[src/rtl/vga_fb_pkg.sv]
// Shared constants, FSM state type and address packing for the 80x60 framebuffer write port.
// Contents: H_PIX, V_PIX, ADDR_W, fb_state_t {IDLE, FILL, DONE}, fb_addr(x, y) -> {y, x}.
// No logic of its own; latency and backpressure belong to the modules that import it.
package vga_fb_pkg;

  localparam int H_PIX  = 80;
  localparam int V_PIX  = 60;
  localparam int ADDR_W = 13;

  typedef enum logic [1:0] {
    IDLE = 2'd0,
    FILL = 2'd1,
    DONE = 2'd2
  } fb_state_t;

  // Framebuffer address is row-major with a 128-wide row stride: {y[5:0], x[6:0]}.
  function automatic logic [ADDR_W-1:0] fb_addr(input logic [6:0] x, input logic [5:0] y);
    return {y, x};
  endfunction

endpackage

[src/rtl/fb_rect_cursor.sv]
// Raster cursor for the fill engine: walks (x, y) over an inclusive rectangle in row-major order.
// Latency: load/advance take effect on the next CLK edge; o_last is combinational from the registers.
// Backpressure: the cursor only moves when i_advance is high, so the owner stalls it by holding advance low.
// Ports: CLK/RST (sync, active high); i_load with i_x0/i_x1/i_y0/i_y1 captures bounds and
//        parks the cursor at (x0, y0); i_advance steps one pixel; o_x/o_y current pixel;
//        o_last high when the cursor sits on (x1, y1).
module fb_rect_cursor (
  input  logic       CLK,
  input  logic       RST,
  input  logic       i_load,
  input  logic       i_advance,
  input  logic [6:0] i_x0,
  input  logic [6:0] i_x1,
  input  logic [5:0] i_y0,
  input  logic [5:0] i_y1,
  output logic [6:0] o_x,
  output logic [5:0] o_y,
  output logic       o_last
);

  logic [6:0] r_x0;
  logic [6:0] r_x1;
  logic [5:0] r_y1;
  logic [6:0] r_x;
  logic [5:0] r_y;
  logic       w_row_end;

  // y0 is only needed at load time: rows never restart, they only advance.
  assign w_row_end = (r_x == r_x1);
  assign o_last    = w_row_end && (r_y == r_y1);
  assign o_x       = r_x;
  assign o_y       = r_y;

  always_ff @(posedge CLK) begin
    if (RST) begin
      r_x0 <= '0;
      r_x1 <= '0;
      r_y1 <= '0;
      r_x  <= '0;
      r_y  <= '0;
    end else if (i_load) begin
      r_x0 <= i_x0;
      r_x1 <= i_x1;
      r_y1 <= i_y1;
      r_x  <= i_x0;
      r_y  <= i_y0;
    end else if (i_advance) begin
      if (w_row_end) begin
        r_x <= r_x0;
        r_y <= r_y + 6'd1;
      end else begin
        r_x <= r_x + 7'd1;
      end
    end
  end

endmodule

[src/rtl/vga_fb_fill_ctrl.sv]
// Framebuffer write-port arbiter: CPU pixel writes (fixed priority) plus a rectangle-fill engine.
// Latency: CPU write appears on fb_we one cycle after cpu_wr_req; first fill pixel two cycles after fill_start.
// Backpressure: a CPU write steals the fill's slot and the cursor holds, so each collision adds one cycle.
// Ports: CLK/RST (sync, active high); cpu_wr_req/cpu_wa/cpu_wd single-pixel writes (cpu_wa also
//        steers the read address while idle); fill_start + fill_x0/x1/y0/y1/fill_color launch a fill;
//        busy/done status; fb_wa/fb_wd/fb_we registered drive to the framebuffer driver.
module vga_fb_fill_ctrl
  import vga_fb_pkg::*;
#(
  parameter int H_PIX  = vga_fb_pkg::H_PIX,
  parameter int V_PIX  = vga_fb_pkg::V_PIX,
  parameter int ADDR_W = vga_fb_pkg::ADDR_W
) (
  input  logic              CLK,
  input  logic              RST,
  input  logic              cpu_wr_req,
  input  logic [ADDR_W-1:0] cpu_wa,
  input  logic [7:0]        cpu_wd,
  input  logic              fill_start,
  input  logic [6:0]        fill_x0,
  input  logic [6:0]        fill_x1,
  input  logic [5:0]        fill_y0,
  input  logic [5:0]        fill_y1,
  input  logic [7:0]        fill_color,
  output logic              busy,
  output logic              done,
  output logic [ADDR_W-1:0] fb_wa,
  output logic [7:0]        fb_wd,
  output logic              fb_we
);

  localparam logic [6:0] X_MAX = 7'(H_PIX - 1);
  localparam logic [5:0] Y_MAX = 6'(V_PIX - 1);

  fb_state_t  r_state;
  logic [7:0] r_color;

  logic [6:0] w_x0, w_x1, w_cur_x;
  logic [5:0] w_y0, w_y1, w_cur_y;
  logic       w_empty;
  logic       w_cur_last;
  logic       w_load;
  logic       w_advance;

  // Clamp to the visible area first; an inverted rectangle after clamping is an empty fill.
  assign w_x0    = (fill_x0 > X_MAX) ? X_MAX : fill_x0;
  assign w_x1    = (fill_x1 > X_MAX) ? X_MAX : fill_x1;
  assign w_y0    = (fill_y0 > Y_MAX) ? Y_MAX : fill_y0;
  assign w_y1    = (fill_y1 > Y_MAX) ? Y_MAX : fill_y1;
  assign w_empty = (w_x0 > w_x1) || (w_y0 > w_y1);

  assign w_load    = (r_state == IDLE) && fill_start;
  // The cursor moves only on cycles where the fill actually owns the write port.
  assign w_advance = (r_state == FILL) && !cpu_wr_req;

  fb_rect_cursor u_cursor (
    .CLK       (CLK),
    .RST       (RST),
    .i_load    (w_load),
    .i_advance (w_advance),
    .i_x0      (w_x0),
    .i_x1      (w_x1),
    .i_y0      (w_y0),
    .i_y1      (w_y1),
    .o_x       (w_cur_x),
    .o_y       (w_cur_y),
    .o_last    (w_cur_last)
  );

  always_ff @(posedge CLK) begin
    if (RST) begin
      r_state <= IDLE;
      r_color <= '0;
      busy    <= 1'b0;
      done    <= 1'b0;
      fb_we   <= 1'b0;
      fb_wa   <= '0;
      fb_wd   <= '0;
    end else begin
      done  <= 1'b0;
      fb_we <= 1'b0;

      // CPU owns the port whenever it asks, in any state.
      if (cpu_wr_req) begin
        fb_we <= 1'b1;
        fb_wa <= cpu_wa;
        fb_wd <= cpu_wd;
      end

      case (r_state)
        IDLE: begin
          // Idle port follows the CPU address so the driver's read path serves MMIO reads.
          if (!cpu_wr_req) fb_wa <= cpu_wa;
          if (fill_start) begin
            r_color <= fill_color;
            busy    <= 1'b1;
            r_state <= w_empty ? DONE : FILL;
          end
        end
        FILL: begin
          if (!cpu_wr_req) begin
            fb_we <= 1'b1;
            fb_wa <= fb_addr(w_cur_x, w_cur_y);
            fb_wd <= r_color;
            if (w_cur_last) r_state <= DONE;
          end
        end
        DONE: begin
          // busy drops and done pulses together, one cycle after the last pixel.
          if (!cpu_wr_req) fb_wa <= cpu_wa;
          done    <= 1'b1;
          busy    <= 1'b0;
          r_state <= IDLE;
        end
        default: r_state <= IDLE;
      endcase
    end
  end

endmodule
[config.mk]
export PLATFORM = sky130hd
export DESIGN_NAME = vga_fb_fill_ctrl
export DESIGN_NICKNAME = d
export VERILOG_FILES = /design/src/rtl/vga_fb_pkg.sv /design/src/rtl/fb_rect_cursor.sv /design/src/rtl/vga_fb_fill_ctrl.sv
export SDC_FILE = /design/constraint.sdc
export NUM_CORES = 1
export LEC_CHECK = 0
export ABC_AREA = 1
export BUFFER_PORTS_ARGS = -buffer_cell sky130_fd_sc_hd__buf_2
export CAP_MARGIN = 20
export CORE_MARGIN = 3
export CORE_UTILIZATION = 50
export DETAILED_ROUTE_END_ITERATION = 8
export PLACE_DENSITY = 0.79
export SLEW_MARGIN = 20
export SYNTH_ARGS = -nofsm -noshare
export SYNTH_HDL_FRONTEND = slang
export SYNTH_SLANG_ARGS = --single-unit
[constraint.sdc]
create_clock -name CLK -period 2.3 [get_ports CLK]
set_clock_uncertainty 0.1 [all_clocks]
set_input_delay 0.115 -clock CLK [delete_from_list [all_inputs] [get_ports CLK]]
set_output_delay 0.115 -clock CLK [all_outputs]
set_load 0.02 [all_outputs]
After elaboration in Yosys (flattened, before gate mapping)
Index checks and enable logic that the tools add are counted.
- register bits: 67
- latch bits: 0
- RAM bits: 0
- ROM bits: 0
- bits of input ports: 59
- output and inout bits: 24
- word-level logic and storage cells: 69
- memories kept: 0
- $add $sub $neg: 2
- $mul: 0
- divide/modulo/power cells: 0
- order comparisons: 6
- equality and inequality tests: 7
- shift operators: 0
- muxes and demuxes: 28
- bitwise logic cells: 0
- reduce and logical (&&, ||, !) cells: 14
- operator list (cell ; number):
    two-way mux 13 bit ; 3
    two-way mux 7 bit ; 5
    two-way mux 6 bit ; 5
    case mux 13 bit (2 select lines) ; 1
    two-way mux 8 bit ; 3
    > comparator 7 bit, second input constant ; 2
    > comparator 6 bit, second input constant ; 2
    two-way mux 2 bit ; 4
    adder 7 x 1 -> 7 bit, second input constant ; 1
    equality test 7 bit ; 1
    > comparator 7 bit ; 1
    adder 6 x 1 -> 6 bit, second input constant ; 1
    equality test 6 bit ; 1
    > comparator 6 bit ; 1
    AND reduction 2 bit ; 3
    nonzero test 2 bit ; 3
    two-way mux 1 bit ; 5
    inequality test 2 bit, second input constant ; 2
    case mux 2 bit (2 select lines) ; 1
    logical AND 1 bit ; 3
    AND reduction 3 bit ; 1
    equality test 2 x 1 -> 1 bit, second input constant ; 1
    equality test 2 bit, second input constant ; 1
    zero test 2 bit ; 1
    other kinds (5) ; 5

Logic depth before layout (Yosys ltp)
Gate-level depths: netlist of the first run.
- word-level depth: 7
- mapped depth: 12
- gate-level depth less buffers: 12

Hierarchy
Synthesis of the first run repeated with hierarchy kept, for this count alone.
- cells, all modules: 572
- area, all modules: 3867.5 um^2
- by module, submodules not included (module ; times used ; cells an instance ; area an instance (um^2) ; seq. area each (um^2)):
    vga_fb_fill_ctrl ; 1 ; 296 ; 2010.7 ; 680.7
    fb_rect_cursor ; 1 ; 276 ; 1856.8 ; 660.6

Least setup slack after synthesis of the first run
OpenSTA, ideal clock, no wires.
- path kind: in2reg
- start point: input port fill_x0[4]
- end point: register r_state[1]
- setup time: 113 ps
- arrival time: 1537 ps
- required time: 2087 ps
- slack: 551 ps
- stages: 12
- path buffers: 0
- cell sequence: o21ai_0 inv_1 or2_2 ha_1 a21oi_1 o21ai_0 nand2_1 nand3_1 nand2_1 nand2_1 nor2_1 nor2_1
- word-level cells in the longest chain between the ends: 7
- RTL lines (item ; RTL line ; source):
    from (decl) ; vga_fb_fill_ctrl.sv:20 ; input logic [6:0] fill_x0,
    > comparator 7 bit ; vga_fb_fill_ctrl.sv:46 ; assign w_x0 = (fill_x0 > X_MAX) ? X_MAX : fill_x0;
    two-way mux 7 bit ; vga_fb_fill_ctrl.sv:46 ;
    named net u_cursor.i_x0[2] ; fb_rect_cursor.sv:12 ; input logic [6:0] i_x0,
    > comparator 7 bit ; vga_fb_fill_ctrl.sv:50 ; assign w_empty = (w_x0 > w_x1) || (w_y0 > w_y1);
    logical OR 1 bit ; vga_fb_fill_ctrl.sv:50 ;
    two-way mux 2 bit ; vga_fb_fill_ctrl.sv:97 ; r_state <= w_empty ? DONE : FILL;
    two-way mux 2 bit ; vga_fb_fill_ctrl.sv:94 ; if (fill_start) begin
    case mux 2 bit (2 select lines) ; vga_fb_fill_ctrl.sv:90 ; case (r_state)
    to (signal assigned) ; vga_fb_fill_ctrl.sv:97 ;
    to (decl) ; vga_fb_fill_ctrl.sv:35 ; fb_state_t r_state;
The timed path passes the listed nets, and every way through them passes these cells. The select of a mux whose other input is x is not followed.
A chain may end at the register's enable or synchronous reset.

Worst setup path after layout of the first run
- start point: input port fill_x0[6]
- end point: register r_state[1]
Same word-level chain as after synthesis.

==> impl_results.md, run 1 <==
- Avg Inst Size Synth: 6.78 um2
- Req. time, crit path: 2.45 ns
- CP endpoint kind: register
- Final WL: 9830 um
- Clock Sinks: 67
- Worst vdd ir: 0.000359 V
- H-Tree Depth: 3
- Commonest non-fill, non-tap cell in the layout: nand2_1
- Cell taking the most area after synthesis: dfxtp_1
- Antenna cells: 0
- Setup TNS: 0 ns
- Global-route wire length before repair: 16,400 um
- Register clock-pin slew on the reported worst setup and hold paths: 0.07 ns
- Register area: 0.00134 mm2
- Slew Viols, Final: 0
- Syn Inst Count: 527
- Vias in the first global route: 3,596
- DRC Markers: 0
- #FFs+latches synth: 67
- Final hold slack: 0.00998 ns
- Post-placement cell count: 688
- CP most frequent cell: nand2_1
- Critical Path End: r_state[1]$_SDFFE_PP0P_
- Total die area: 0.00819 mm2
- Crit-path max FO: 6
- Core region area: 0.00687 mm2
- Clk root buf: clkbuf_8
- MaxCap Viol Count: 0
- Clk buf depth: 2
- Via count: 3,832
- Share of the synthesized area in the top cell type: 37.6%
- Synth area leaders: dfxtp_1, nand2_1, a21oi_1
- Largest net degree at the start of global routing: 40
- RSZ-0062 raised after global routing: no
- Area Growth Syn to Fin: 29.3%
- Post-Layout Inst Area: 0.00462 mm2
- Ports: 83
- Max incr delay on CP: 0.53 ns
- PortBufs: 82
- Critical path class: input port to register
- LEAKAGE: 2.28 nW
- Final core utilization: 67.2%
- Final hold vios: 0
- Cts bufs inserted: 9
- Initial Util: 52.0%
- Crit. Startpoint: fill_x0[6]
- Worst Hold Class: input port to register
- Crit path cell chain: dlygate4sd3_1, buf_2, o21ai_0, inv_1, or2_2, ha_1, a21oi_1, o21ai_0, nand2_1, nand3_1, nand2_1, nand2_1, nor2_1, nor2_1
- Tmin final: 2.14 ns
- Worst reg2reg startpoint: r_state[1]$_SDFFE_PP0P_
- CP bufs+invs: 3
- Startpoint types: input port
- PwrDens: 675 mW/mm2
- Cell count along the critical path: 14
- DRT Pass-1 Iters: 5
- Vias per std cell: 5.15
- Max_slew headroom: 69.9%
- CP max-delay cell: dlygate4sd3_1
- Final Worst Setup Slack: 0.158 ns
- WP data arrival: 2.29 ns
- Highest-count cells in the layout ignoring fill and taps: nand2_1, buf_2, dfxtp_1
- Number of fill cells: 622
- R2R depth: 8
- Die Wd: 90.5 um
- Final Cycle Share: 93.1%
- Yosys cell types: 30
- Top_reg_cell synth: dfxtp_1
- Delay-heaviest family, CP: buffers and inverters
- Multi-input gate area: 0.00185 mm2
- Layout cell share with drive strength beyond 1: 18.2%
- Sequential share of the synthesized area: 37.6%
- # rows: 30
- CTS tree: yes
- Routed len/inst: 13.2 um
- Design Power: 3.11 mW
- Cell Area, Synth: 0.00357 mm2
- Drt initial violations: 332
- Setup Fix Bufs, Post-CTS: 0
- Syn_nets: 601
- Die span in y: 90.5 um
- Overall Global Routing Usage: 24.2%
- Final setup viols: 0
- Worst Tran Pin Value: 0.450 ns
- RR Endpoint: u_cursor.o_y[1]$_SDFFE_PP0P_
- Status: complete, no violations
- FMAX: 0.467 GHz
- Initial antenna violation count: 0
- Post-DP Area: 0.00404 mm2
- Layout Nets: 717
- Post-route ant nets: 0
- Post-synth EDFFs: 0
- Clk_lat worst skew: 0.34 ns
- Non-filler instance count after layout: 744
- Pre-CTS setup slack: 0.304 ns
- Final Wtd Congestion: 0.914
- DPL Wire Length: 6830 um
- Grt total ovfl: 0
- Yosys Warn Count: 0
- FFs w/ async S/R, synth: 0%
- Worst R2R Setup Slack: 0.42 ns
[area by class of cell]
cell class	instances	area share, %
Inverter	67	5.45
Tap cell	96	2.60
Multi-Input combinational cell	368	40.1
Clock inverter	4	0.542
Sequential cell	67	29.1
Clock buffer	12	3.36
Timing Repair Buffer	130	18.9
[cells in the mapped netlist (8+ instances only)]
cell type	instances
a21oi_1	47
a31oi_1	13
buf_2	8
clkbuf_1	13
dfxtp_1	67
ha_1	15
inv_1	58
nand2_1	139
nand3_1	27
nor2_1	46
o21ai_0	43
xor2_1	8
[tightest hold or removal path: stages]
cell and delay [ns]:
buf_2 0.10, o21ai_0 0.09, a21oi_1 0.11
[report_power, final]
group	internal (mW)	leakage, nW	switching [mW]
Combinational	0.333	1.64	0.508
Clock	0.446	0.0884	0.439
Sequential	1.29	0.554	0.101
[logic make-up after synthesis]
group                    after synthesis  share of synthesized area [%]
AND/OR/NAND/NOR                      224                           25.4
AO/OA/AOI/OAI                        118                           18.5
XOR/XNOR                              10                           2.45
multiplexers                           1                          0.280
buffers and inverters                 92                           10.6
flip-flops                            67                           37.6
adder cells (fa/ha/maj)               15                           5.26
[routing by layer]
layer / track usage (%) / up-vias / routed length, um
met5: 0 / - / 0
li1: - / 1943 / -
met1: 31.5 / 1717 / 4270
met4: 11.0 / 0 / 258
met2: 39.3 / 150 / 4640
met3: 4.08 / 22 / 658
[what timing repair did]
| action | CTS | global route |
|---|---|---|
| gates resized for setup | 0 | 2 |
| endpoints found under the setup margin | 0 | 2 |
| hold buffers | 40 | 0 |
| hold endpoints to repair | 40 | 0 |
[worst min path at each step]
stage | startpoint | endpoint | cells after the start
global route | fill_x1[6] | u_cursor.r_x1[6]$_SDFFE_PP0P_ | 3
detailed placement | fill_color[5] | r_color[5]$_SDFFE_PP0P_ | 3
finish | fill_y1[4] | u_cursor.r_y1[4]$_SDFFE_PP0P_ | 3
global placement | fill_color[3] | r_color[3]$_SDFFE_PP0P_ | 3
CTS | cpu_wa[8] | fb_wa[8]$_SDFF_PP0_ | 5
floorplan | cpu_wa[3] | fb_wa[3]$_SDFF_PP0_ | 2
[state kept, by name (all words and copies together), names as in the netlist, 2 cells and up]
| name | count |
|---|---|
| u_cursor.r_y1 | 6 |
| r_color | 8 |
| u_cursor.o_x | 7 |
| fb_wd | 8 |
| u_cursor.r_x1 | 7 |
| fb_wa | 13 |
| u_cursor.r_x0 | 7 |
| u_cursor.o_y | 6 |
| r_state | 2 |
(Power assumes the default switching activity.)
==> run 2: changes to the inputs <==
Settings changed: PLACE_DENSITY 0.79 to 0.78, SYNTH_HIERARCHICAL set to 1.
==> impl_results.md, run 2 <==
- Status: complete, no violations (unchanged)
- Clk buf depth: 2 (unchanged)
- Overall Global Routing Usage: 26.2% (was 24.2%)
- Worst Tran Pin Value: 0.404 ns (was 0.450 ns)
- Worst R2R Setup Slack: 0.38 ns (was 0.42 ns)
- Largest net degree at the start of global routing: 46 (was 40)
- # rows: 31 (was 30)
- Ports: 83 (unchanged)
- Clk_lat worst skew: 0.35 ns (was 0.34 ns)
- MaxCap Viol Count: 0 (unchanged)
- Final core utilization: 65.8% (was 67.2%)
- DRT Pass-1 Iters: 5 (unchanged)
- DPL Wire Length: 7860 um (was 6830 um)
- Startpoint types: input port (unchanged)
- Yosys Warn Count: 6 (was 0)
- LEAKAGE: 2.42 nW (was 2.28 nW)
- Clk root buf: clkbuf_8 (unchanged)
- Avg Inst Size Synth: 6.76 um2 (was 6.78 um2)
- Yosys cell types: 42 (was 30)
- Slew Viols, Final: 0 (unchanged)
- Commonest non-fill, non-tap cell in the layout: nand2_1 (unchanged)
- Vias per std cell: 5.24 (was 5.15)
- Clock Sinks: 67 (unchanged)
- Biggest regs: fb_wa: 13 flops, fb_wd: 8 flops, r_color: 8 flops (unchanged)
- PortBufs: 82 (unchanged)
- Crit path cell chain: dlygate4sd3_1, buf_2, inv_1, nor4_2, nor2_1, ha_1, inv_1, nor2_1, nor2_1, o211ai_1, nand2_1, nand3_2, a21oi_2 (was dlygate4sd3_1, buf_2, o21ai_0, inv_1, or2_2, ha_1, a21oi_1, o21ai_0, nand2_1, nand3_1, nand2_1, nand2_1, nor2_1, nor2_1)
- Post-route ant nets: 0 (unchanged)
- CP endpoint kind: register (unchanged)
- Initial antenna violation count: 0 (unchanged)
- Max reg flops: 13 (unchanged)
- Routed len/inst: 14.3 um (was 13.2 um)
- Final Cycle Share: 89.7% (was 93.1%)
- #FFs+latches synth: 67 (unchanged)
- Post-synth top cells: nand2_1, dfxtp_1, inv_1 (unchanged)
- FFs w/ async S/R, synth: 0% (unchanged)
- CP bufs+invs: 4 (was 3)
- Max incr delay on CP: 0.54 ns (was 0.53 ns)
- Area Growth Syn to Fin: 25.3% (was 29.3%)
- DRC Markers: 0 (unchanged)
- Sequential share of the synthesized area: 34.7% (was 37.6%)
- Antenna cells: 0 (unchanged)
- Initial Util: 52.5% (was 52.0%)
- Die Wd: 94.0 um (was 90.5 um)
- Final hold vios: 0 (unchanged)
- Via count: 4,097 (was 3,832)
- Most frequent cell after synthesis: nand2_1 (unchanged)
- Tmin final: 2.06 ns (was 2.14 ns)
- Highest-count cells in the layout ignoring fill and taps: nand2_1, buf_2, dfxtp_1 (unchanged)
- Req. time, crit path: 2.42 ns (was 2.45 ns)
- CP max-delay cell: dlygate4sd3_1 (unchanged)
- Largest register by flop count: fb_wa (unchanged)
- Cts bufs inserted: 9 (unchanged)
- Cell taking the most area after synthesis: dfxtp_1 (unchanged)
- Syn_nets: 645 (was 601)
- Critical path class: input port to register (unchanged)
- Layout Nets: 751 (was 717)
- Global-route wire length before repair: 18,100 um (was 16,400 um)
- Worst vdd ir: 0.000429 V (was 0.000359 V)
- CTS tree: yes (unchanged)
- Max_slew headroom: 73.1% (was 69.9%)
- Syn Inst Count: 572 (was 527)
- Cell Area, Synth: 0.00387 mm2 (was 0.00357 mm2)
- Share of the synthesized area in the top cell type: 34.7% (was 37.6%)
- H-Tree Depth: 3 (unchanged)
- Drt initial violations: 245 (was 332)
- Vias in the first global route: 3,876 (was 3,596)
- Layout cell share with drive strength beyond 1: 21.1% (was 18.2%)
- Total die area: 0.00883 mm2 (was 0.00819 mm2)
- Grt total ovfl: 0 (unchanged)
- Die span in y: 94.0 um (was 90.5 um)
- RSZ-0062 raised after global routing: no (unchanged)
- Setup TNS: 0 ns (unchanged)
- Worst Hold Class: input port to register (unchanged)
- Setup Fix Bufs, Post-CTS: 0 (unchanged)
- Number of fill cells: 641 (was 622)
- CP most frequent cell: nor2_1 (was nand2_1)
- Final WL: 11,200 um (was 9830 um)
- Core region area: 0.00737 mm2 (was 0.00687 mm2)
- Delay-heaviest family, CP: simple AND/OR/NAND/NOR gates (was buffers and inverters)
- Register clock-pin slew on the reported worst setup and hold paths: 0.07 ns (about the same)
- Top_reg_cell synth: dfxtp_1 (unchanged)
- FMAX: 0.485 GHz (was 0.467 GHz)
- Synth area leaders: dfxtp_1, nand2_1, nand3_1 (was dfxtp_1, nand2_1, a21oi_1)
- Final hold slack: 0.0230 ns (was 0.00998 ns)
- Post-synth EDFFs: 0 (unchanged)
- Final Wtd Congestion: 0.917 (was 0.914)
- Crit-path max FO: 3 (was 6)
- Final setup viols: 0 (unchanged)
- PwrDens: 686 mW/mm2 (was 675 mW/mm2)
- WP data arrival: 2.19 ns (was 2.29 ns)
==> run 2: cell types whose count changed after synthesis, sizes merged, moves of 6 or more <==
cell / delta
nand3: +26
nor2: +21
nand2: +17
o21ai: -13
a21oi: -10
inv: +9
o211ai: -6
==> run 2: worst paths after layout <==
check	start	endpoint	cells after the start
setup / recovery	fill_y1[4]	r_state[0]$_SDFFE_PP0P_	13
hold / removal	fill_y1[1]	u_cursor/r_y1[1]$_SDFFE_PP0P_	5
setup reg to reg	u_cursor/o_x[0]$_SDFFE_PP0P_	r_state[1]$_SDFFE_PP0P_	12
hold reg to reg	u_cursor/r_x0[2]$_SDFFE_PP0P_	u_cursor/r_x0[2]$_SDFFE_PP0P_	2
==> run 2: timing repair <==
action	in CTS	in global routing
resized for setup	0	1
hold buffers	32	0
hold endpoints to repair	32	0
endpoints found under the setup margin	0	2
==> run 2: cell type report <==
cell class,count,area (um2),area share (%)
clock inverters,6,63.8,1.32
well taps,99,124,2.56
multi-input cells,404,2100,43.4
inverters,74,283,5.83
flip-flops and latches,67,1340,27.7
clock buffers,10,128,2.63
repair buffers,122,803,16.6
==> run 2: routing by layer <==
metal  routed length [um]  track usage, %  vias to the layer above
li1                     -               -                     2029
met1                 4660            33.3                     1856
met2                 5430            43.2                      187
met3                  869            5.37                       25
met4                  240            10.6                        0
met5                    0               0                        -
==> run 2: worst register-to-register path, delay by kind of cell, from the launching register on <==
family,cells,cell delay (ns)
buffers and inverters,1,0.04
AOI/OAI and AO/OA,1,0.08
and+or+nand+nor,10,1.13
DFF,1,0.51
==> run 2: per-stage QoR <==
| stage | worst slack [ns] | total power [mW] | instance area (um2) | instances |
|---|---|---|---|---|
| CTS | 0.146 | 3.32 | 4840 | 782 |
| global placement | 0.404 | 2.29 | 4330 | 734 |
| detailed placement | 0.345 | 2.31 | 4330 | 734 |
| finish | 0.238 | 3.33 | 4850 | 782 |
| global route | 0.0350 | 3.51 | 4850 | 782 |
| floorplan | 0.450 | 2.04 | 3870 | 572 |
==> run 2: cell families (layout without fill, tap and decap cells) <==
| group | Yosys count | after routing | share of synthesized area [%] |
|---|---|---|---|
| and+or+nand+nor | 290 | 290 | 34.3 |
| AOI/OAI and AO/OA | 88 | 88 | 12.7 |
| adders and majority gates | 14 | 14 | 4.53 |
| buffers and inverters | 101 | 212 | 11.1 |
| DFF | 67 | 67 | 34.7 |
| xor gates and xnor gates | 12 | 12 | 2.72 |
==> run 2: power by group <==
part	total, mW	leakage, nW	switching (mW)	internal [mW]
registers	1.39	0.554	0.108	1.28
clock network	0.974	0.0927	0.473	0.501
logic	0.961	1.77	0.601	0.359
total	3.33	2.42	1.18	2.14
